**config.mk**
```make
export PLATFORM = sky130hd
export DESIGN_NAME = conv3x3_sched_flat
export DESIGN_NICKNAME = d
export VERILOG_FILES = /design/src/rtl/conv3x3_sched_if.sv /design/src/rtl/conv3x3_sched.sv /design/src/flat_wrapper.sv
export SDC_FILE = /design/constraint.sdc
export NUM_CORES = 1
export LEC_CHECK = 0
export ABC_AREA = 0
export BUFFER_PORTS_ARGS = -buffer_cell sky130_fd_sc_hd__buf_2
export CORE_MARGIN = 4
export CORE_UTILIZATION = 55
export CTS_BUF_LIST = sky130_fd_sc_hd__clkbuf_8
export CTS_CLUSTER_SIZE = 12
export DETAILED_ROUTE_END_ITERATION = 16
export GPL_TIMING_DRIVEN = 0
export PLACE_DENSITY = 0.81
export SETUP_SLACK_MARGIN = 0.15
export SYNTH_ARGS = -nofsm -noshare
export SYNTH_HDL_FRONTEND = slang
export SYNTH_SLANG_ARGS = --single-unit
```
**constraint.sdc**
```tcl
create_clock -name clk -period 6.1 [get_ports clk]
set_input_delay 1.22 -clock clk [delete_from_list [all_inputs] [get_ports clk]]
set_output_delay 1.22 -clock clk [all_outputs]
set_load 0.01 [all_outputs]
```
**src/rtl/conv3x3_sched_if.sv**
```systemverilog
// -----------------------------------------------------------------------------
// conv3x3_sched_if
//
// Bundles every non-clock signal of the 3x3 convolution sequencer: the run
// control (start/kernel/busy/done), the input-memory read port, the window
// presented to the combinational datapath with its result, and the
// valid/ready output-memory write port.
//
// Modports:
//   master - the sequencer (drives control status, reads, window, writes)
//   slave  - the environment (input memory, datapath, output memory, host)
//
// Signals:
//   start      host -> seq    one-cycle run request
//   kernel     host -> seq    9 int8 weights, byte k = weight k (k = ky*3+kx)
//   busy       seq  -> host   run in progress
//   done       seq  -> host   one-cycle pulse at the end of a run
//   rd_en      seq  -> mem    input-memory read strobe
//   rd_addr    seq  -> mem    input-memory address
//   rd_data    mem  -> seq    read data, one cycle after rd_en
//   win_data   seq  -> dp     packed 3x3 window, byte k = pixel k
//   win_weight seq  -> dp     latched kernel
//   ans_in     dp   -> seq    saturated int8 result
//   wr_valid   seq  -> omem   write request
//   wr_ready   omem -> seq    write accepted when high with wr_valid
//   wr_addr    seq  -> omem   output address
//   wr_data    seq  -> omem   output value
// -----------------------------------------------------------------------------
interface conv3x3_sched_if #(
  parameter int ADDR_W = 16
);
  logic              start;
  logic [71:0]       kernel;
  logic              busy;
  logic              done;
  logic              rd_en;
  logic [ADDR_W-1:0] rd_addr;
  logic [7:0]        rd_data;
  logic [71:0]       win_data;
  logic [71:0]       win_weight;
  logic [7:0]        ans_in;
  logic              wr_valid;
  logic              wr_ready;
  logic [ADDR_W-1:0] wr_addr;
  logic [7:0]        wr_data;

  modport master (
    input  start, kernel, rd_data, ans_in, wr_ready,
    output busy, done, rd_en, rd_addr, win_data, win_weight,
           wr_valid, wr_addr, wr_data
  );

  modport slave (
    output start, kernel, rd_data, ans_in, wr_ready,
    input  busy, done, rd_en, rd_addr, win_data, win_weight,
           wr_valid, wr_addr, wr_data
  );
endinterface

```
**src/rtl/conv3x3_sched.sv**
```systemverilog
// -----------------------------------------------------------------------------
// conv3x3_sched
//
// Sequencer for a combinational 3x3 int8 convolution datapath. Walks a
// row-major IMG_W x IMG_H feature map held in a synchronous-read SRAM,
// fetching the nine pixels of each valid-only 3x3 window one per cycle,
// presents the window and the latched kernel to the datapath, and writes each
// result to an (IMG_H-2) x (IMG_W-2) output map through a valid/ready port.
//
// Per output pixel: 9 FETCH + WAIT + CALC + WRITE (+1 per wr_ready-low cycle).
//
// Ports:
//   clk  - single clock, all state on the rising edge
//   rst  - synchronous active-high reset
//   bus  - conv3x3_sched_if.master (control, read port, window, write port)
// -----------------------------------------------------------------------------
module conv3x3_sched #(
  parameter int IMG_W  = 8,
  parameter int IMG_H  = 8,
  parameter int ADDR_W = 16
) (
  input  logic            clk,
  input  logic            rst,
  conv3x3_sched_if.master bus
);

  localparam logic [2:0] S_IDLE  = 3'd0;
  localparam logic [2:0] S_FETCH = 3'd1;
  localparam logic [2:0] S_WAIT  = 3'd2;
  localparam logic [2:0] S_CALC  = 3'd3;
  localparam logic [2:0] S_WRITE = 3'd4;
  localparam logic [2:0] S_DONE  = 3'd5;

  localparam logic [ADDR_W-1:0] IMG_W_A  = ADDR_W'(IMG_W);
  localparam logic [ADDR_W-1:0] OUT_W_A  = ADDR_W'(IMG_W - 2);
  localparam logic [ADDR_W-1:0] LAST_C_A = ADDR_W'(IMG_W - 3);
  localparam logic [ADDR_W-1:0] LAST_R_A = ADDR_W'(IMG_H - 3);
  localparam logic [3:0]        K_LAST   = 4'd8;

  logic [2:0]        state_q, state_d;
  logic [ADDR_W-1:0] r_q, r_d;        // output row of the current window
  logic [ADDR_W-1:0] c_q, c_d;        // output column of the current window
  logic [3:0]        k_q, k_d;        // window slot being fetched
  logic              cap_en_q;        // a read was issued last cycle
  logic [3:0]        cap_slot_q;      // slot that read belongs to
  logic [71:0]       win_data_q;
  logic [71:0]       win_weight_q;
  logic [ADDR_W-1:0] wr_addr_q, wr_addr_d;
  logic [7:0]        wr_data_q, wr_data_d;

  logic              rd_en;
  logic              start_ok;
  logic              wr_accept;
  logic              last_pix;
  logic [1:0]        ky, kx;
  logic [ADDR_W-1:0] fetch_addr;

  assign start_ok  = (state_q == S_IDLE) && bus.start;
  assign wr_accept = (state_q == S_WRITE) && bus.wr_ready;
  assign last_pix  = (r_q == LAST_R_A) && (c_q == LAST_C_A);
  assign rd_en     = (state_q == S_FETCH);

  // Split slot k into window row/column (k/3, k%3) without a divider.
  // NOTE: every variable assigned in an always_comb gets a value on every
  // path (defaults first), otherwise synthesis infers a latch.
  always_comb begin
    ky = 2'd0;
    kx = 2'd0;
    if (k_q >= 4'd6) begin
      ky = 2'd2;
      kx = 2'(k_q - 4'd6);
    end else if (k_q >= 4'd3) begin
      ky = 2'd1;
      kx = 2'(k_q - 4'd3);
    end else begin
      kx = k_q[1:0];
    end
  end

  // Unsigned, truncated to ADDR_W; the map is guaranteed to fit.
  assign fetch_addr = (r_q + ADDR_W'(ky)) * IMG_W_A + c_q + ADDR_W'(kx);

  always_comb begin
    state_d   = state_q;
    r_d       = r_q;
    c_d       = c_q;
    k_d       = k_q;
    wr_addr_d = wr_addr_q;
    wr_data_d = wr_data_q;

    case (state_q)
      S_IDLE: begin
        if (bus.start) begin
          r_d     = '0;
          c_d     = '0;
          k_d     = '0;
          state_d = S_FETCH;
        end
      end

      S_FETCH: begin
        if (k_q == K_LAST) begin
          state_d = S_WAIT;
        end else begin
          k_d = k_q + 4'd1;
        end
      end

      // Slot 8 lands during this cycle; the window is complete after it.
      S_WAIT: state_d = S_CALC;

      S_CALC: begin
        wr_data_d = bus.ans_in;
        wr_addr_d = r_q * OUT_W_A + c_q;
        state_d   = S_WRITE;
      end

      // wr_addr/wr_data are registers, so they stay put while wr_ready is low.
      S_WRITE: begin
        if (bus.wr_ready) begin
          if (c_q == LAST_C_A) begin
            c_d = '0;
            r_d = r_q + 1'b1;
          end else begin
            c_d = c_q + 1'b1;
          end
          if (last_pix) begin
            state_d = S_DONE;
          end else begin
            k_d     = '0;
            state_d = S_FETCH;
          end
        end
      end

      S_DONE: state_d = S_IDLE;

      default: state_d = S_IDLE;
    endcase
  end

  // NOTE: sequential state is updated with non-blocking assignments only, so
  // every register samples the pre-edge values regardless of statement order.
  always_ff @(posedge clk) begin
    if (rst) begin
      state_q      <= S_IDLE;
      r_q          <= '0;
      c_q          <= '0;
      k_q          <= '0;
      cap_en_q     <= 1'b0;
      cap_slot_q   <= '0;
      // NOTE: the window is a 72-bit register bank, not a RAM, so it can take
      // a reset and present a defined value to the datapath after reset.
      win_data_q   <= '0;
      win_weight_q <= '0;
      wr_addr_q    <= '0;
      wr_data_q    <= '0;
    end else begin
      state_q    <= state_d;
      r_q        <= r_d;
      c_q        <= c_d;
      k_q        <= k_d;
      wr_addr_q  <= wr_addr_d;
      wr_data_q  <= wr_data_d;

      // Read data arrives one cycle after its strobe: remember which slot
      // the strobe was for and store the byte on the following edge.
      cap_en_q   <= rd_en;
      cap_slot_q <= k_q;
      if (cap_en_q) begin
        win_data_q[{cap_slot_q, 3'b000} +: 8] <= bus.rd_data;
      end

      if (start_ok) begin
        win_weight_q <= bus.kernel;
      end
    end
  end

  assign bus.busy       = (state_q != S_IDLE);
  assign bus.done       = (state_q == S_DONE);
  assign bus.rd_en      = rd_en;
  assign bus.rd_addr    = rd_en ? fetch_addr : '0;
  assign bus.win_data   = win_data_q;
  assign bus.win_weight = win_weight_q;
  assign bus.wr_valid   = (state_q == S_WRITE);
  assign bus.wr_addr    = wr_addr_q;
  assign bus.wr_data    = wr_data_q;

endmodule

```
**src/flat_wrapper.sv**
```systemverilog
// flat-port wrapper written by rule: the top's interface ports become plain ports
module conv3x3_sched_flat 
#(
  parameter int IMG_W  = 8,
  parameter int IMG_H  = 8,
  parameter int ADDR_W = 16
)
  (clk, rst, bus_start, bus_kernel, bus_rd_data, bus_ans_in, bus_wr_ready, bus_busy, bus_done, bus_rd_en, bus_rd_addr, bus_win_data, bus_win_weight, bus_wr_valid, bus_wr_addr, bus_wr_data);
  conv3x3_sched_if #(.ADDR_W(ADDR_W)) bus_i ();
  input  logic clk;
  input  logic rst;
  input wire logic [$bits(bus_i.start)-1:0] bus_start;
  input wire logic [$bits(bus_i.kernel)-1:0] bus_kernel;
  input wire logic [$bits(bus_i.rd_data)-1:0] bus_rd_data;
  input wire logic [$bits(bus_i.ans_in)-1:0] bus_ans_in;
  input wire logic [$bits(bus_i.wr_ready)-1:0] bus_wr_ready;
  output wire logic [$bits(bus_i.busy)-1:0] bus_busy;
  output wire logic [$bits(bus_i.done)-1:0] bus_done;
  output wire logic [$bits(bus_i.rd_en)-1:0] bus_rd_en;
  output wire logic [$bits(bus_i.rd_addr)-1:0] bus_rd_addr;
  output wire logic [$bits(bus_i.win_data)-1:0] bus_win_data;
  output wire logic [$bits(bus_i.win_weight)-1:0] bus_win_weight;
  output wire logic [$bits(bus_i.wr_valid)-1:0] bus_wr_valid;
  output wire logic [$bits(bus_i.wr_addr)-1:0] bus_wr_addr;
  output wire logic [$bits(bus_i.wr_data)-1:0] bus_wr_data;
  assign bus_i.start = bus_start;
  assign bus_i.kernel = bus_kernel;
  assign bus_i.rd_data = bus_rd_data;
  assign bus_i.ans_in = bus_ans_in;
  assign bus_i.wr_ready = bus_wr_ready;
  assign bus_busy = bus_i.busy;
  assign bus_done = bus_i.done;
  assign bus_rd_en = bus_i.rd_en;
  assign bus_rd_addr = bus_i.rd_addr;
  assign bus_win_data = bus_i.win_data;
  assign bus_win_weight = bus_i.win_weight;
  assign bus_wr_valid = bus_i.wr_valid;
  assign bus_wr_addr = bus_i.wr_addr;
  assign bus_wr_data = bus_i.wr_data;
  conv3x3_sched #(.IMG_W(IMG_W), .IMG_H(IMG_H), .ADDR_W(ADDR_W)) u_core (.clk(clk), .rst(rst), .bus(bus_i));
endmodule
```
### After elaboration in Yosys (flattened, before gate mapping)

Cells that the tools add are included.

| storage, ports and cells | value |
|---|---|
| input bits | 92 |
| output and inout bits | 188 |
| logic and storage cells | 72 |
| register bits after elaboration | 212 |

| operators by class | value |
|---|---|
| equal/unequal tests | 14 |
| reduce and logical (&&, ||, !) cells | 10 |
| order comparisons | 2 |
| $mul | 1 |
| mux-type cells | 23 |
| shifts and indexed selects | 2 |
| add/sub/neg operators | 10 |

Operators by type and width:

| cell | number |
|---|---|
| two-way mux 16 bit | 6 |
| bitwise mux 72 bit | 1 |
| variable shift 8 x 9 -> 72 bit (first input constant) | 1 |
| variable part select 8 x 9 -> 72 bit | 1 |
| case mux 16 bit (2 select lines) | 2 |
| adder 16 x 1 -> 16 bit (second input constant) | 2 |
| adder 16 bit | 2 |
| == test 16 x 3 -> 1 bit (second input constant) | 2 |
| adder 16 x 2 -> 16 bit | 1 |
| multiplier 16 x 2 -> 15 bit (second input constant) | 1 |
| two-way mux 4 bit | 4 |
| case mux 3 bit (5 select lines) | 1 |
| adder 13 x 2 -> 13 bit | 1 |
| two-way mux 3 bit | 4 |
| case mux 4 bit (3 select lines) | 1 |
| != test 2 bit (second input constant) | 5 |
| negation 7 -> 9 bit | 1 |
| == test 3 x 2 -> 1 bit (second input constant) | 2 |
| == test 3 bit (second input constant) | 2 |
| two-way mux 2 bit | 3 |
| AND reduction 3 bit | 2 |
| nonzero test 3 bit | 2 |
| AND reduction 5 bit | 1 |
| adder 4 x 1 -> 4 bit (second input constant) | 1 |
| 11 further kinds | 13 |

### Longest topological paths before layout

Gate-level depths: netlist of the first run.

| logic depth | value |
|---|---|
| depth after elaboration | 7 |
| mapped depth | 18 |
| depth with buffers taken out | 18 |

### Least setup slack after synthesis of the first run

OpenSTA, ideal clock, no wires.

| path | value |
|---|---|
| path type | register -> output |
| start point | reg u_core.k_q[0] |
| end point | out bus_rd_addr[12] |
| stages on the path, launching flop included | 19 |
| required time | 4880 ps |
| path slack | 1515 ps |
| data arrival time | 3365 ps |
| buffers on the path | 0 |
| cell sequence | dfxtp_1 > inv_1 > ha_1 > o21ai_0 > nand2b_1 > a21oi_1 > ha_1 > a21oi_1 > nor2_1 > nand2_1 > xnor2_1 > ha_1 > inv_1 > nor3_1 > o21a_1 > o41a_1 > o21a_1 > o21a_1 > nor3_1 |

| between the ends | value |
|---|---|
| longest elaborated chain between the ends | 7 |
| elaborated cells on any way between the ends | 12 |
| classes of those cells | add/sub: 5; order compare: 2; mux: 5 |

RTL lines:

| item | line | RTL |
|---|---|---|
| start, declared | conv3x3_sched.sv:43 | `logic [3:0] k_q, k_d;` |
| start signal, assigned | conv3x3_sched.sv:162 | `k_q <= k_d;` |
| greater-or-equal comparator 4 x 2 -> 1 bit | conv3x3_sched.sv:72 | `end else if (k_q >= 4'd3) begin` |
| two-way mux 1 bit | conv3x3_sched.sv:72 |  |
| two-way mux 2 bit | conv3x3_sched.sv:69 | `if (k_q >= 4'd6) begin` |
| adder 13 x 2 -> 13 bit | conv3x3_sched.sv:81 | `assign fetch_addr = (r_q + ADDR_W'(ky)) * IMG_W_A + c_q + ADDR_W'(kx);` |
| adder 16 bit | conv3x3_sched.sv:81 |  |
| adder 16 x 2 -> 16 bit (*) | conv3x3_sched.sv:81 |  |
| two-way mux 16 bit (*) | conv3x3_sched.sv:183 | `assign bus.rd_addr = rd_en ? fetch_addr : '0;` |
| end, declared | flat_wrapper.sv:20 | `output wire logic [$bits(bus_i.rd_addr)-1:0] bus_rd_addr;` |

Every way passes the cells marked *; elsewhere a longest branch is shown, timed or not.

### Final worst setup path of the first run

| path | value |
|---|---|
| start point | reg u_core.k_q[0] |
| end point | out bus_rd_addr[14] |

Same word-level chain as after synthesis.

==> results of run 1 <==
## worst max path at each step
stage	slack, ns	from	depth (start not counted)	end
finish	0.51	u_core.k_q[0]$_SDFFE_PP0P_	19	bus_rd_addr[14]
global route	0.20	u_core.k_q[0]$_SDFFE_PP0P_	18	bus_rd_addr[15]
CTS	0.38	u_core.k_q[0]$_SDFFE_PP0P_	19	bus_rd_addr[12]
detailed placement	0.96	u_core.k_q[0]$_SDFFE_PP0P_	19	bus_rd_addr[12]
global placement	1.06	u_core.k_q[0]$_SDFFE_PP0P_	19	bus_rd_addr[12]
floorplan	1.52	u_core.k_q[0]$_SDFFE_PP0P_	18	bus_rd_addr[12]
## kinds of logic after synthesis
logic type	Yosys count	share of synthesized area, %
simple gates	512	21.4
compound gates	242	14.1
xor+xnor	65	5.56
mux	59	5.82
buf+inv	91	3.58
flops	212	41.5
fa+ha+maj	64	8.12
## state kept, by name, summed over array words and instances, names as in the netlist
register / count
u_core.bus.win_data: 72
u_core.bus.win_weight: 72
u_core.bus.wr_addr: 16
u_core.bus.wr_data: 8
u_core.c_q: 16
u_core.cap_en_q: 1
u_core.cap_slot_q: 4
u_core.k_q: 4
u_core.r_q: 16
u_core.state_q: 3
## placed cells by master, fill, tap and decap left out, types with 23 or more instances in the layout
| master | count |
|---|---|
| sky130_fd_sc_hd__a21oi_1 | 140 |
| sky130_fd_sc_hd__buf_2 | 281 |
| sky130_fd_sc_hd__clkbuf_1 | 50 |
| sky130_fd_sc_hd__clkbuf_8 | 48 |
| sky130_fd_sc_hd__dfxtp_1 | 212 |
| sky130_fd_sc_hd__ha_1 | 60 |
| sky130_fd_sc_hd__inv_1 | 46 |
| sky130_fd_sc_hd__mux2i_1 | 58 |
| sky130_fd_sc_hd__nand2_1 | 234 |
| sky130_fd_sc_hd__nor2_1 | 157 |
| sky130_fd_sc_hd__nor3_1 | 29 |
| sky130_fd_sc_hd__o21ai_0 | 23 |
| sky130_fd_sc_hd__xnor2_1 | 43 |
## cells in the mapped netlist, types with 6 or more instances
cell type | count | area (µm²)
sky130_fd_sc_hd__a21o_1 | 16 | 120
sky130_fd_sc_hd__o21ai_0 | 23 | 115
sky130_fd_sc_hd__nor3_1 | 29 | 145
sky130_fd_sc_hd__o31ai_1 | 6 | 45.0
sky130_fd_sc_hd__o21a_1 | 13 | 97.6
sky130_fd_sc_hd__and2_1 | 7 | 43.8
sky130_fd_sc_hd__ha_1 | 60 | 751
sky130_fd_sc_hd__nand3_1 | 19 | 95.1
sky130_fd_sc_hd__nand2_1 | 234 | 878
sky130_fd_sc_hd__dfxtp_1 | 212 | 4240
sky130_fd_sc_hd__and3_1 | 13 | 81.3
sky130_fd_sc_hd__mux2i_1 | 58 | 581
sky130_fd_sc_hd__inv_1 | 35 | 131
sky130_fd_sc_hd__xnor2_1 | 43 | 377
sky130_fd_sc_hd__a211oi_1 | 10 | 75.1
sky130_fd_sc_hd__xor2_1 | 22 | 193
sky130_fd_sc_hd__nor2_1 | 159 | 597
sky130_fd_sc_hd__a21oi_1 | 140 | 701
sky130_fd_sc_hd__clkbuf_1 | 50 | 188
sky130_fd_sc_hd__nand4_1 | 14 | 87.6
sky130_fd_sc_hd__or3_1 | 10 | 62.6
sky130_fd_sc_hd__nor2b_1 | 6 | 37.5
## metrics by stage
step                      instance area (µm²)  hold slack (ns)  cells  util, %  setup WS (ns)
after detailed placement                11900            0.443   1753     65.7          0.964
after CTS                               12700            0.451   1819     69.9          0.381
after global placement                  11900            0.438   1753     65.7           1.06
after global routing                    12700            0.466   1819     70.0          0.205
final                                   12700            0.450   1820     70.0          0.509
after floorplan                         10200            0.472   1245        -           1.52
## report_power, final
| group | total, µW | internal, µW | switching [µW] |
|---|---|---|---|
| clock | 1330 | 752 | 581 |
| sequential | 1510 | 1460 | 46.6 |
| combinational | 510 | 177 | 334 |
| total | 3350 | 2390 | 961 |
## what timing repair did
action                                 in CTS  in global routing
gates resized for setup                     0                  2
setup endpoints to repair                   0                  3
endpoints found under the hold margin       0                  0
setup buffers                               0                  0
## cell type report
cell class                      count  area, µm²  share of cell area, %
Clock inverter                     18        111                  0.877
Tap cell                          229        287                   2.26
Buffer                             56        235                   1.85
Inverter                           35        131                   1.03
Timing Repair Buffer              279       1400                   11.0
Multi-Input combinational cell    942       5630                   44.3
Antenna cell                        1       2.50                 0.0197
Sequential cell                   212       4240                   33.4
Clock buffer                       48        661                   5.20
## tightest hold or removal path, delay by kind of cell (launching register included)
family | cells | cell delay, ns
flip-flops | 1 | 0.30
AO/OA/AOI/OAI | 1 | 0.05
AND/OR/NAND/NOR | 1 | 0.05
## routing by layer
metal / wire length (µm) / share of wire [%] / vias to the layer above
li1: - / - / 4871
met1: 13000 / 43 / 4644
met2: 14500 / 48 / 343
met3: 1650 / 5.4 / 93
met4: 1170 / 3.9 / 0
met5: 0 / 0 / -
==> Flow_metrics.wiki, run 1 <==
{| class="wikitable"
! Metric !! Value
|-
| Outcome || finished clean
|-
| Routed WL || between 30000 and 40000 µm
|-
| Number of buffers created by CTS || 37
|-
| Clock Tree Buf Depth || 3
|-
| Hold Crit Start || u_core.bus.win_weight[52]$_SDFFE_PP0P_
|-
| Clk_skew || ~0.027 ns
|-
| Hold-fix buffers at CTS || 0
|-
| Met3 usage in global routing || 4.00%
|-
| Setup TNS || 0 ns
|-
| Fraction of layout cells with a size suffix above 1 || 22.1%
|-
| Required time worst endpoint || ~5 ns
|-
| Avg Cell Area, Syn || 8.22 µm²
|-
| Pwr per Cell Area || around 260 mW/mm²
|-
| Portion of the clock cycle consumed by the worst path in the final layout || between 90 and 100%
|-
| Peak supply drop || 0.289 mV
|-
| Worst slew margin || a little under three fifths
|-
| Full die area || around 0.021 mm²
|-
| Most frequent cell on the critical path || sky130_fd_sc_hd__ha_1
|-
| Peak-usage layer in the global routing report || met2
|-
| Hold path cells || 2
|-
| Met2 usage in global routing || 45.7%
|-
| Max Clock Freq || around 180 MHz
|-
| Worst reg2reg startpoint || u_core.r_q[0]$_SDFFE_PP0P_
|-
| Area of the core || about 0.018 mm²
|-
| Final total power || 3350 µW
|-
| Die outline height || ~140 µm
|-
| Detailed-route via count || 9951
|-
| Final Hold Fails || 0
|-
| Initial antenna violation count || 0
|-
| Number of distinct library cells after synthesis || 60
|-
| Clock Root Buffer || sky130_fd_sc_hd__clkbuf_8
|-
| Gr ovfl total || 0
|-
| Global-route wire length before repair || ~46000 µm
|-
| Area growth syn-to-layout || 24.1%
|-
| DRC Markers || 0
|-
| Setup slack of the worst register-to-register path || about 2.1 ns
|-
| Crit-path cells || inv_1 -> ha_1 -> o21ai_0 -> nand2b_1 -> a21oi_1 -> ha_1 -> a21oi_1 -> nor2_2 -> nand2_1 -> xnor2_1 -> ha_1 -> inv_1 -> nor3_1 -> o21a_1 -> o41a_1 -> o31ai_1 -> xor2_1 -> nor2_1 -> buf_2
|-
| Total number of nets in the final design || 1719
|-
| Leak pwr || roughly 0.0063 µW
|-
| Area of the mapped netlist || a little over 0.01 mm²
|-
| Number of filler cells placed in the layout || around 1500
|-
| Remaining antenna violation count after routing || 0
|-
| Initial standard-cell utilization of the core || a little under three fifths
|-
| Max Cap Violations || 0
|-
| Number of enable flip-flop cells after synthesis || 0
|-
| Quantity of I/O buffers inserted on ports || ~280
|-
| Clock tree from TritonCTS || done
|-
| Synthesized Nets || 1401
|-
| Slowest stage cell, crit path || sky130_fd_sc_hd__o41a_1
|-
| Clock transition at the register clock pins on the worst setup and hold paths after CTS || approximately 0.06 ns
|-
| Gpl congestion || between 0.9 and 1
|-
| Final worst path period need || between 5 and 6 ns
|-
| Type of the worst setup path || reg2out
|-
| Max stage delay on crit path || 0.42 ns
|-
| Starting DRT DRC Count || a little under 500
|-
| Tot GR Track Use || about 27%
|-
| Number of cells on the worst reg-to-reg path || 15
|-
| Reg-to-reg endpoint || u_core.bus.wr_addr[15]$_SDFFE_PP0P_
|-
| Number of global-route vias before repair || ~9200
|-
| Buffer and inverter count on the worst path || 3
|-
| Number of levels the H-tree was split into || 2
|-
| Unrepaired setup endpoints after global routing || no
|-
| Wire length per cell after detailed routing || between 15 and 20 µm
|-
| Signal arrival time at the worst endpoint || ~4.4 ns
|-
| Sort of element at the end of the critical path || primary output
|-
| Post-synthesis sequential area ratio || about two fifths
|-
| Io pins || 280
|-
| Die X || roughly 140 µm
|-
| Site row count || between 40 and 50
|-
| First drt pass iteration count || 7
|-
| Num Clock Sinks || about 210
|-
| Maximum number of pins on one net before global-route repair || 11
|-
| Setup violators final || 0
|-
| Met1 usage in global routing || about a third
|-
| Placed wire-length estimate after detailed placement || roughly 23000 µm
|-
| Warnings, synthesis || 0
|-
| Critical path's top delay family || compound AO/OA/AOI/OAI gates
|-
| Number of synthesized register bits || around 210
|-
| Via density || 5.47
|-
| Setup crit start kind || flip-flop
|-
| Proportion of synthesized flip-flops having asynchronous set or reset || 0%
|-
| Largest fanout on the critical path || 6
|-
| Most frequently used flop master after synthesis || sky130_fd_sc_hd__dfxtp_1
|-
| Hold EP || u_core.bus.win_weight[52]$_SDFFE_PP0P_
|-
| Clock network latency to the later pin of the worst-skew pair || around 0.53 ns
|-
| Actual slew at the worst max-slew pin || ~0.64 ns
|-
| Type of the most critical hold path || reg2reg
|-
| Number of instances in the synthesized netlist || 1245
|-
| Number of pins exceeding their max-slew limit in the final report || 0
|}
No activity file was read; power rests on OpenSTA's default activity.
==> inputs of run 2 (changes only) <==
--- a/config.mk
+++ b/config.mk
@@ -7,9 +7,10 @@
 export LEC_CHECK = 0
 export ABC_AREA = 0
 export BUFFER_PORTS_ARGS = -buffer_cell sky130_fd_sc_hd__buf_2
+export CORE_ASPECT_RATIO = 2
 export CORE_MARGIN = 4
 export CORE_UTILIZATION = 55
-export CTS_BUF_LIST = sky130_fd_sc_hd__clkbuf_8
+export CTS_BUF_LIST = sky130_fd_sc_hd__clkbuf_16
 export CTS_CLUSTER_SIZE = 12
 export DETAILED_ROUTE_END_ITERATION = 16
 export GPL_TIMING_DRIVEN = 0
==> Flow_metrics.wiki, run 2 (synthesis gave the netlist of run 1 again) <==
{| class="wikitable"
! Metric !! Value
|-
| Outcome || finished clean
|-
| Clock transition at the register clock pins on the worst setup and hold paths after CTS || 0.06 ns
|-
| Setup crit start kind || flip-flop
|-
| Number of gates resized after cts || 0
|-
| Full die area || 0.0210 mm²
|-
| Leak pwr || 0.00615 µW
|-
| Detailed-route via count || around 9800
|-
| Hold-fix buffers at CTS || 0
|-
| Final worst path period need || around 5.6 ns
|-
| Setup violators final || 0
|-
| Area of combinational cells with multiple inputs || roughly 0.0056 mm²
|-
| Signal arrival time at the worst endpoint || about 4.4 ns
|-
| Post-placement cell count || ~1700
|-
| Hold Crit Start || u_core.bus.win_weight[68]$_SDFFE_PP0P_
|-
| Commonest cells after routing, fill and taps aside || sky130_fd_sc_hd__buf_2 (281), sky130_fd_sc_hd__nand2_1 (234), sky130_fd_sc_hd__dfxtp_1 (212), sky130_fd_sc_hd__nor2_1 (159), sky130_fd_sc_hd__a21oi_1 (140)
|-
| Gpl congestion || 0.948
|-
| Area growth syn-to-layout || 21.6%
|-
| Quantity of I/O buffers inserted on ports || approximately 280
|-
| Number of filler cells placed in the layout || 1552
|-
| Final Hold Fails || 0
|-
| Max stage delay on crit path || ~0.42 ns
|-
| Tot GR Track Use || a little under a third
|-
| DRC Markers || 0
|-
| Buffer and inverter count on the worst path || 3
|-
| Clock Root Buffer || sky130_fd_sc_hd__clkbuf_16
|-
| Clock network latency to the later pin of the worst-skew pair || approximately 0.50 ns
|-
| Pwr per Cell Area || between 200 and 300 mW/mm²
|-
| Number of levels the H-tree was split into || 1
|-
| Worst reg2reg startpoint || u_core.r_q[0]$_SDFFE_PP0P_
|-
| Setup slack of the worst register-to-register path || 1.94 ns
|-
| Portion of the clock cycle consumed by the worst path in the final layout || just over 90%
|-
| Actual slew at the worst max-slew pin || 0.677 ns
|-
| Die outline height || between 200 and 250 µm
|-
| Setup TNS || 0 ns
|-
| Max Clock Freq || about 180 MHz
|-
| Most common library cell in the layout ignoring fill and taps || sky130_fd_sc_hd__buf_2
|-
| Final Non-Filler Cells || 1766
|-
| Site row count || 70
|-
| Worst slew margin || roughly 55%
|-
| Clock Tree Buf Depth || 3
|-
| Peak supply drop || between 0.2 and 0.25 mV
|-
| Gr ovfl total || 0
|-
| Type of the worst setup path || reg2out
|-
| Hold path cells || 2
|-
| Clock tree from TritonCTS || done
|-
| Unrepaired setup endpoints after global routing || no
|-
| Largest fanout on the critical path || 6
|-
| Num Clock Sinks || 212
|-
| Hold EP || u_core.bus.win_weight[68]$_SDFFE_PP0P_
|-
| Number of global-route vias before repair || approximately 9800
|-
| Wire length per cell after detailed routing || between 15 and 20 µm
|-
| First drt pass iteration count || 5
|-
| Die X || between 100 and 150 µm
|-
| Placed wire-length estimate after detailed placement || roughly 25000 µm
|-
| Via density || ~5.6
|-
| Global-route wire length before repair || between 50000 and 60000 µm
|-
| Most frequent cell on the critical path || sky130_fd_sc_hd__ha_1
|-
| Sort of element at the end of the critical path || primary output
|-
| Register cell area after layout || 0.00424 mm²
|-
| Clk_skew || between 0.015 and 0.02 ns
|-
| Io pins || 280
|-
| Reg-to-reg endpoint || u_core.bus.wr_addr[15]$_SDFFE_PP0P_
|-
| Critical path's top delay family || compound AO/OA/AOI/OAI gates
|-
| Total number of nets in the final design || 1703
|-
| Required time worst endpoint || 4.88 ns
|-
| Routed WL || ~32000 µm
|-
| Number of cells on the worst reg-to-reg path || 15
|-
| Remaining antenna violation count after routing || 0
|-
| Number of buffers created by CTS || 21
|-
| Number of pins exceeding their max-slew limit in the final report || 0
|-
| Maximum number of pins on one net before global-route repair || 13
|-
| Type of the most critical hold path || reg2reg
|-
| Area of the core || about 0.018 mm²
|-
| Slowest stage cell, crit path || sky130_fd_sc_hd__o41a_1
|-
| Max Cap Violations || 0
|-
| Fraction of layout cells with a size suffix above 1 || ~20%
|-
| Post-CTS Setup Inserts || 0
|-
| Initial standard-cell utilization of the core || between 50% and 60%
|-
| Starting DRT DRC Count || about 460
|-
| Initial antenna violation count || 1
|-
| Crit-path cells || inv_1 -> ha_1 -> o21ai_0 -> nand2b_1 -> a21oi_1 -> ha_1 -> a21oi_1 -> nor2_1 -> nand2_1 -> xnor2_1 -> ha_1 -> inv_1 -> nor3_1 -> o21a_1 -> o41a_1 -> o31ai_1 -> xor2_1 -> nor2_1 -> buf_2
|}
==> run 2: cell types whose count changed in the layout (fill, tap and decap cells not counted), sizes merged <==
cell,previous run,this run
clkbuf,98,71
inv,48,37
clkinv,4,1
bufinv,1,0
diode,1,2
==> run 2: final cells by class <==
type / instances / share of cell area (%)
multi-input cells: 942 / 45.2
flip-flops and latches: 212 / 34.1
repair buffers: 279 / 11.2
clock buffers: 21 / 4.22
well taps: 216 / 2.17
plain buffers: 56 / 1.89
inverters: 35 / 1.06
clock inverters: 3 / 0.141
diodes: 2 / 0.0402
==> run 2: tightest hold or removal path, cell delays in order, from the launching register on <==
cell and delay, ns:
sky130_fd_sc_hd__dfxtp_1 0.30, sky130_fd_sc_hd__nand2_1 0.05, sky130_fd_sc_hd__a21oi_1 0.05
==> run 2: per-layer routing <==
metal | wire (µm) | GRT usage [%] | part of all wire, %
met5 | 0 | 0 | 0
met2 | 17200 | 57.0 | 53
met4 | 2010 | 17.9 | 6.2
met3 | 1770 | 4.35 | 5.5
met1 | 11200 | 30.5 | 35
==> run 2: power breakdown <==
| group | leakage, µW | internal (µW) | total, µW | switching, µW |
|---|---|---|---|---|
| Clock | 0.000273 | 611 | 1120 | 514 |
| Combinational | 0.00416 | 176 | 510 | 335 |
| Sequential | 0.00172 | 1460 | 1510 | 50.3 |
| Total | 0.00615 | 2240 | 3140 | 898 |
==> run 2: worst max-delay path by stage <==
stage | from | depth (start not counted) | slack (ns) | end
after floorplan | u_core.k_q[0]$_SDFFE_PP0P_ | 18 | 1.52 | bus_rd_addr[12]
after global placement | u_core.k_q[0]$_SDFFE_PP0P_ | 19 | 1.12 | bus_rd_addr[12]
after detailed placement | u_core.k_q[0]$_SDFFE_PP0P_ | 19 | 1.03 | bus_rd_addr[14]
after CTS | u_core.k_q[0]$_SDFFE_PP0P_ | 19 | 0.50 | bus_rd_addr[14]
after global routing | u_core.k_q[0]$_SDFFE_PP0P_ | 19 | 0.19 | bus_rd_addr[14]
final | u_core.k_q[0]$_SDFFE_PP0P_ | 19 | 0.50 | bus_rd_addr[14]
==> run 2: metrics by stage <==
stage          total power (µW)  instance area (µm²)  hold slack [ns]  util (%)  setup WS, ns
2_1_floorplan              1830                10200            0.472         -          1.52
3_3_place_gp               2040                11900            0.438      65.0          1.12
3_5_place_dp               2050                11900            0.443      65.0          1.03
4_1_cts                    3150                12400            0.451      68.0         0.496
5_1_grt                    3270                12400            0.462      68.0         0.186
6_report                   3140                12500            0.451      68.0         0.502
